<file path="config.mk">
export PLATFORM = sky130hd
export DESIGN_NAME = pll_reset_sequencer
export DESIGN_NICKNAME = d
export VERILOG_FILES = /design/src/rtl/pll_reset_sequencer.sv
export SDC_FILE = /design/constraint.sdc
export NUM_CORES = 1
export LEC_CHECK = 0
export CELL_PAD_IN_SITES_DETAIL_PLACEMENT = 2
export CELL_PAD_IN_SITES_GLOBAL_PLACEMENT = 2
export CORE_MARGIN = 2
export CORE_UTILIZATION = 33
export DETAILED_ROUTE_END_ITERATION = 8
export PLACE_DENSITY = 0.86
export SYNTH_ARGS = -nofsm -noshare
export SYNTH_HDL_FRONTEND = slang
export SYNTH_SLANG_ARGS = --single-unit
</file>
<file path="constraint.sdc">
create_clock -name clk -period 3.2 [get_ports clk]
set_input_delay 0.48 -clock clk [delete_from_list [all_inputs] [get_ports clk]]
set_output_delay 0.48 -clock clk [all_outputs]
set_load 0.03 [all_outputs]
</file>
<file path="src/rtl/pll_reset_sequencer.sv">
// PLL power-up sequencer: holds PLL reset, qualifies lock, then
// releases the downstream domain resets one after another.
module pll_reset_sequencer #(
   parameter int NUM_OUT        = 4,
   parameter int PLL_RST_CYCLES = 16,
   parameter int LOCK_TIMEOUT   = 50000,
   parameter int LOCK_STABLE    = 64,
   parameter int STAGE_GAP      = 8
) (
   input  logic               clk,
   input  logic               rst,
   input  logic               pll_locked,
   input  logic               restart,
   output logic               pll_rst,
   output logic [NUM_OUT-1:0] rst_out_n,
   output logic               ready,
   output logic [7:0]         lock_loss_cnt,
   output logic [7:0]         timeout_cnt
);

   typedef enum logic [2:0] {
      S_RESET_PLL,
      S_WAIT_LOCK,
      S_STABLE,
      S_RELEASE,
      S_RUN
   } state_t;

   function automatic int max2(input int a, input int b);
      return (a > b) ? a : b;
   endfunction

   localparam int REL_CYCLES = STAGE_GAP * (NUM_OUT - 1) + 2;
   localparam int MAXV = max2(max2(PLL_RST_CYCLES, LOCK_TIMEOUT),
                              max2(LOCK_STABLE, REL_CYCLES));
   localparam int CW = $clog2(MAXV + 1);

   localparam logic [CW-1:0] RST_LAST = CW'(PLL_RST_CYCLES - 1);
   localparam logic [CW-1:0] TO_LAST  = CW'(LOCK_TIMEOUT - 1);
   localparam logic [CW-1:0] STB_LAST = CW'(LOCK_STABLE - 1);

   state_t             state_q, state_d;
   logic [CW-1:0]      cnt_q, cnt_d;
   logic               sync1_q, sync1_d;
   logic               sync2_q, sync2_d;
   logic               pll_rst_q, pll_rst_d;
   logic [NUM_OUT-1:0] rst_out_n_q, rst_out_n_d;
   logic               ready_q, ready_d;
   logic [7:0]         ll_cnt_q, ll_cnt_d;
   logic [7:0]         to_cnt_q, to_cnt_d;
   logic               ll_inc, to_inc;
   logic               locked_s;

   assign sync1_d  = pll_locked;
   assign sync2_d  = sync1_q;
   assign locked_s = sync2_q;

   always_ff @(posedge clk) begin
      if (rst) begin
         state_q     <= S_RESET_PLL;
         cnt_q       <= '0;
         sync1_q     <= 1'b0;
         sync2_q     <= 1'b0;
         pll_rst_q   <= 1'b1;
         rst_out_n_q <= '0;
         ready_q     <= 1'b0;
         ll_cnt_q    <= '0;
         to_cnt_q    <= '0;
      end else begin
         state_q     <= state_d;
         cnt_q       <= cnt_d;
         sync1_q     <= sync1_d;
         sync2_q     <= sync2_d;
         pll_rst_q   <= pll_rst_d;
         rst_out_n_q <= rst_out_n_d;
         ready_q     <= ready_d;
         ll_cnt_q    <= ll_cnt_d;
         to_cnt_q    <= to_cnt_d;
      end
   end

   // restart wins over lock loss and timeout, so it never counts
   always_comb begin
      state_d = state_q;
      cnt_d   = cnt_q;
      ll_inc  = 1'b0;
      to_inc  = 1'b0;
      if (restart) begin
         state_d = S_RESET_PLL;
         cnt_d   = '0;
      end else begin
         unique case (state_q)
            S_RESET_PLL: begin
               if (cnt_q == RST_LAST) begin
                  state_d = S_WAIT_LOCK;
                  cnt_d   = '0;
               end else begin
                  cnt_d = cnt_q + CW'(1);
               end
            end
            S_WAIT_LOCK: begin
               if (locked_s) begin
                  state_d = S_STABLE;
                  cnt_d   = '0;
               end else if (cnt_q == TO_LAST) begin
                  state_d = S_RESET_PLL;
                  cnt_d   = '0;
                  to_inc  = 1'b1;
               end else begin
                  cnt_d = cnt_q + CW'(1);
               end
            end
            S_STABLE: begin
               if (!locked_s) begin
                  state_d = S_WAIT_LOCK;
                  cnt_d   = '0;
               end else if (cnt_q == STB_LAST) begin
                  state_d = S_RELEASE;
                  cnt_d   = '0;
               end else begin
                  cnt_d = cnt_q + CW'(1);
               end
            end
            S_RELEASE: begin
               if (!locked_s) begin
                  state_d = S_RESET_PLL;
                  cnt_d   = '0;
                  ll_inc  = 1'b1;
               end else if (&rst_out_n_q) begin
                  state_d = S_RUN;
               end else begin
                  cnt_d = cnt_q + CW'(1);
               end
            end
            S_RUN: begin
               if (!locked_s) begin
                  state_d = S_RESET_PLL;
                  cnt_d   = '0;
                  ll_inc  = 1'b1;
               end
            end
            default: begin
               state_d = S_RESET_PLL;
               cnt_d   = '0;
            end
         endcase
      end
   end

   // outputs are registered from the next state so they track state_q
   always_comb begin
      pll_rst_d   = (state_d == S_RESET_PLL);
      ready_d     = (state_d == S_RUN);
      rst_out_n_d = '0;
      if (state_d == S_RUN) begin
         rst_out_n_d = '1;
      end else if (state_d == S_RELEASE && state_q == S_RELEASE) begin
         for (int i = 0; i < NUM_OUT; i++) begin
            rst_out_n_d[i] = rst_out_n_q[i] |
                             (cnt_q >= CW'(STAGE_GAP * i));
         end
      end
      ll_cnt_d = ll_cnt_q;
      if (ll_inc && ll_cnt_q != 8'hFF) begin
         ll_cnt_d = ll_cnt_q + 8'd1;
      end
      to_cnt_d = to_cnt_q;
      if (to_inc && to_cnt_q != 8'hFF) begin
         to_cnt_d = to_cnt_q + 8'd1;
      end
   end

   assign pll_rst       = pll_rst_q;
   assign rst_out_n     = rst_out_n_q;
   assign ready         = ready_q;
   assign lock_loss_cnt = ll_cnt_q;
   assign timeout_cnt   = to_cnt_q;

endmodule

</file>
# Yosys cells after proc, flatten, opt, wreduce, memory -nomap -nowiden
# Cells that the tools add are included.
[totals]
register_bits = 43
in_bits = 4
out_inout_bits = 22
word_cells = 70
[classes]
n_addsub = 3
magnitude_cmp = 4
n_eq_ne = 13
n_mux = 28
bitwise_logic = 4
n_reduce_logical = 9
[op_table]
columns = ["cell", "n"]
rows = [
  ["2-to-1 mux 16 bit", 8],
  ["case mux 16 bit (5 select lines)", 1],
  [">= comparator 16 x 5 -> 1 bit, second input constant", 2],
  ["2-to-1 mux 3 bit", 9],
  ["adder 16 x 1 -> 16 bit, second input constant", 1],
  ["adder 8 x 1 -> 8 bit, second input constant", 2],
  ["== test 16 bit, second input constant", 1],
  ["== test 16 x 4 -> 1 bit, second input constant", 1],
  ["== test 16 x 6 -> 1 bit, second input constant", 1],
  [">= comparator 16 x 1 -> 1 bit, second input constant", 1],
  [">= comparator 16 x 4 -> 1 bit, second input constant", 1],
  ["!= test 8 bit, second input constant", 2],
  ["case mux 3 bit (5 select lines)", 1],
  ["== test 3 x 2 -> 1 bit, second input constant", 3],
  ["2-to-1 mux 4 bit", 2],
  ["2-to-1 mux 1 bit", 7],
  ["== test 3 bit, second input constant", 2],
  ["zero test 3 bit", 2],
  ["bitwise OR 1 bit", 4],
  ["AND reduction 4 bit", 1],
  ["OR reduction 2 bit", 2],
  ["== test 3 x 1 -> 1 bit, second input constant", 1],
  ["logical AND 1 bit", 3],
  ["!= test 3 bit, second input constant", 1],
  ["2 further kinds", 2],
]

# Depth between registers and ports, before layout
# Gate-level depths: netlist of the first run.
[depth]
depth_word = 9
ltp_mapped = 7
depth_no_buf = 6

# Least setup slack after synthesis of the first run
# Ideal clock, no wire load.
[synth_timing]
path_kind = "register to register"
startpoint = "reg cnt_q[10]"
endpoint = "reg cnt_q[8]"
setup_ps = 141
arrival_ps = 2272
required_time_ps = 3059
slack_ps = 787
path_stages_with_launch = 6
n_path_buf = 0
synth_period_minus_slack_ps = 2413
cell_sequence = "dfxtp_1 > or4_4 > or4_4 > o311a_4 > o41ai_4 > nor3_1"
[synth_between]
elab_chain_len = 4
elab_cells_between_ends = 9
classes_between = "eq/ne (3); mux (6)"
[synth_rtl]
columns = ["element", "line", "source"]
rows = [
  ["from (decl)", "43", "logic [CW-1:0] cnt_q, cnt_d;"],
  ["from (signal assigned)", "71", "cnt_q <= cnt_d;"],
  ["== test 16 x 6 -> 1 bit / == test 16 bit (equally long branches)", "117, 105", ""],
  ["2-to-1 mux 16 bit (on tied branches)", "117, 105", ""],
  ["2-to-1 mux 16 bit (on tied branches)", "114, 102", ""],
  ["case mux 16 bit (5 select lines) *", "92", "unique case (state_q)"],
]
# Mark *: on every way between the ends. The rest lies on a longest branch, timed or not.
# A chain may end at the register's enable or synchronous reset.

# Final worst setup path of the first run
# Ends and elaborated chain as after synthesis.

==> flow_metrics.tcl, run 1 <==
set metrics [dict create \
    status "completed" \
    syn_inst 259 \
    end_kind "flip-flop" \
    ys.flop_type "dfxtp_1" \
    synth_area_leaders "dfxtp_1 40%, nor2_1 4.9%, a21oi_1 3.7%, nand2_1 3.1%, o21ai_0 3.0%" \
    synth-edff-count 0 \
    required_ps 3360 \
    io-pin-count 26 \
    gp_congestion 0.8071 \
    antenna_cells 0 \
    numPlacedInstances 353 \
    holdWs_ps 471.3 \
    multi_input_area_um2 1202 \
    dp_hpwl_um 4893 \
    worst_slack_ps 351.9 \
    cts_tree "yes" \
    core_area_um2 6350 \
    power_density_nw_per_um2 384.3 \
    worst_pin_slew_ps 738.0 \
    setup_viol 0 \
    period_share 0.8900 \
    synth-seq-cells 43 \
    numCtsBuffers 5 \
    cp_max_fo 10 \
    post-cts-setup-buffer-count 0 \
    fin_skew_ps 10.41 \
    detail_route.vias_per_cell 5.787 \
    critical_path_class "reg -> reg" \
    clock-sinks 43 \
    yosysSeqAreaShare 0.3991 \
    cts.clk_slew.worst_paths_ps 80 \
    synth_top_area_share 0.3991 \
    crit_path_start_kind "flip-flop" \
    vias 2089 \
    yosys.area.top_type "dfxtp_1" \
    insertion_delay_ps 310 \
    drv_slew 0 \
    hold_viol 0 \
    firstDrtPassIters 4 \
    grt_pass1_wl_um 11390 \
    async_flop_share 0 \
    arrival_ps 3010 \
    start_util 0.3397 \
    layout-drive-gt1-share 0.08451 \
    regArea_um2 860.8 \
    fp-row-count 29 \
    grt_pass1_vias 2306 \
    fillers 730 \
    drc 0 \
    clock_tree.htree_level_count 2 \
    final_area_um2 2605 \
    port_buffers 25 \
    period_minus_slack_ps 2848 \
    cap_violations 0 \
    ant_nets 0 \
    yosys_warnings 0 \
    syn_area_per_cell_um2 8.328 \
    grtUsageTotal 0.1965 \
    pre_cts_ws_ps 376.1 \
    syn-num-nets 267 \
    dieArea_um2 7200 \
    max_clock_freq_mhz 351.1 \
    ys_types 50 \
    nNetsFinal 291 \
    cts-hold-fix-buffers 0 \
    drt-total-wl_um 6637 \
    p_leak_uw 0.0008260 \
    wl_per_cell_um 18.39 \
    antenna_found_initial 0 \
    ctsResizeCount 0 \
    rsz0062_at_grt "false" \
    gr-total-overflow 0 \
    syn_area_um2 2157 \
    die_h_um 84.85 \
    instances_no_fill 361 \
    placed_area_um2 2492 \
    initialDrtViolationCount 44 \
    max_slew_margin 0.5047 \
    syn_to_final_growth_pct 20.77 \
    cts_root_buffer "clkbuf_8" \
    synth_commonest_cells "43 x dfxtp_1, 28 x nor2_1, 18 x nand2_1" \
    die_w_um 84.85 \
    clk_path_buf_depth 2 \
    ir_drop_mv 0.2050 \
    hold_path_class "reg -> reg" \
    yosysMostFrequentCell "dfxtp_1" \
    grt_max_degree 21 \
    setup_tns_ps 0 \
]
-- path summary, 6_finish.rpt --
kind / from / endpoint / slack (ps) / depth (start not counted)
worst min register to register: sync1_q$_SDFF_PP0_ / locked_s$_SDFF_PP0_ / 470 / 1
worst max-delay path: cnt_q[10]$_SDFFE_PP0P_ / cnt_q[8]$_SDFFE_PP0P_ / 350 / 5
worst max register to register: cnt_q[10]$_SDFFE_PP0P_ / cnt_q[8]$_SDFFE_PP0P_ / 350 / 5
worst min-delay path: sync1_q$_SDFF_PP0_ / locked_s$_SDFF_PP0_ / 470 / 1
-- per-stage QoR --
stage / util / total power, uW
2_1_floorplan: - / 564.8
3_3_place_gp: 0.3925 / 574.2
3_5_place_dp: 0.3925 / 575.9
4_1_cts: 0.4102 / 1018
5_1_grt: 0.4102 / 1036
6_report: 0.4102 / 1001
-- state kept, by name, indices dropped and copies added, names as in the netlist --
name and count:
timeout_cnt 8, locked_s 1, sync1_q 1, pll_rst 1, rst_out_n 4, ready 1
cnt_q 16, state_q 3, lock_loss_cnt 8
-- layer usage --
metal / track usage / routed length [um]
met1: 0.2375 / 3010
met2: 0.3543 / 3378
met5: 0 / 0
met3: 0.03599 / 172
met4: 0.05916 / 75
-- power breakdown --
| part | internal [uW] | switching (uW) |
|---|---|---|
| logic | 8.75 | 14.6 |
| clock network | 233 | 205 |
| registers | 537 | 3.36 |
-- cell usage in the layout (no fill, tap or decap), drive strengths merged, types with 2 or more instances in the layout --
master,Yosys,routed
dfxtp,43,43
nor2,28,28
clkdlybuf4s50,0,25
nand2,18,18
a21oi,16,16
o21ai,13,13
inv,12,12
nand3,12,12
nor3,10,10
nand4,9,9
nor4,8,8
xnor2,7,7
o31ai,6,6
or3,6,6
or4,6,6
nor2b,5,5
clkbuf,11,5
buf,2,5
xor2,4,4
ha,4,4
and3,3,3
o21bai,3,3
nor4b,2,2
or2,2,2
nand3b,2,2
a211oi,2,2
o32ai,2,2
clkinv,0,2
-- area by class of cell --
cell class | instances | area share
multi-input combinational | 191 | 0.4616
sequential | 43 | 0.3305
timing repair buffer | 30 | 0.1105
tap | 77 | 0.03698
clock buffer | 5 | 0.02642
inverter | 12 | 0.01729
clock inverter | 3 | 0.01681
-- cells by family (layout without fill, tap and decap cells) --
kind of cell	Yosys count	count (layout)	share of synthesized area
simple gates	118	118	0.2941
compound gates	56	56	0.1856
flops	43	43	0.3991
buf+inv	25	50	0.04350
xor+xnor	11	11	0.04466
fa+ha+maj	4	4	0.02320
mux	2	2	0.009861
-- worst max-delay path: stages (launching register included) --
cell and delay, ps:
dfxtp_1 360, or4_4 560, nor4b_1 540, a21oi_1 360, o41ai_4 750, nor3_1 130
No activity file was read; power rests on OpenSTA's default activity.
==> inputs of run 2 (changes only) <==
Settings changed: CTS_CLUSTER_SIZE from default to 12.
==> results of run 2 <==
Final layout, timing and power as in run 1 (identical DEF).
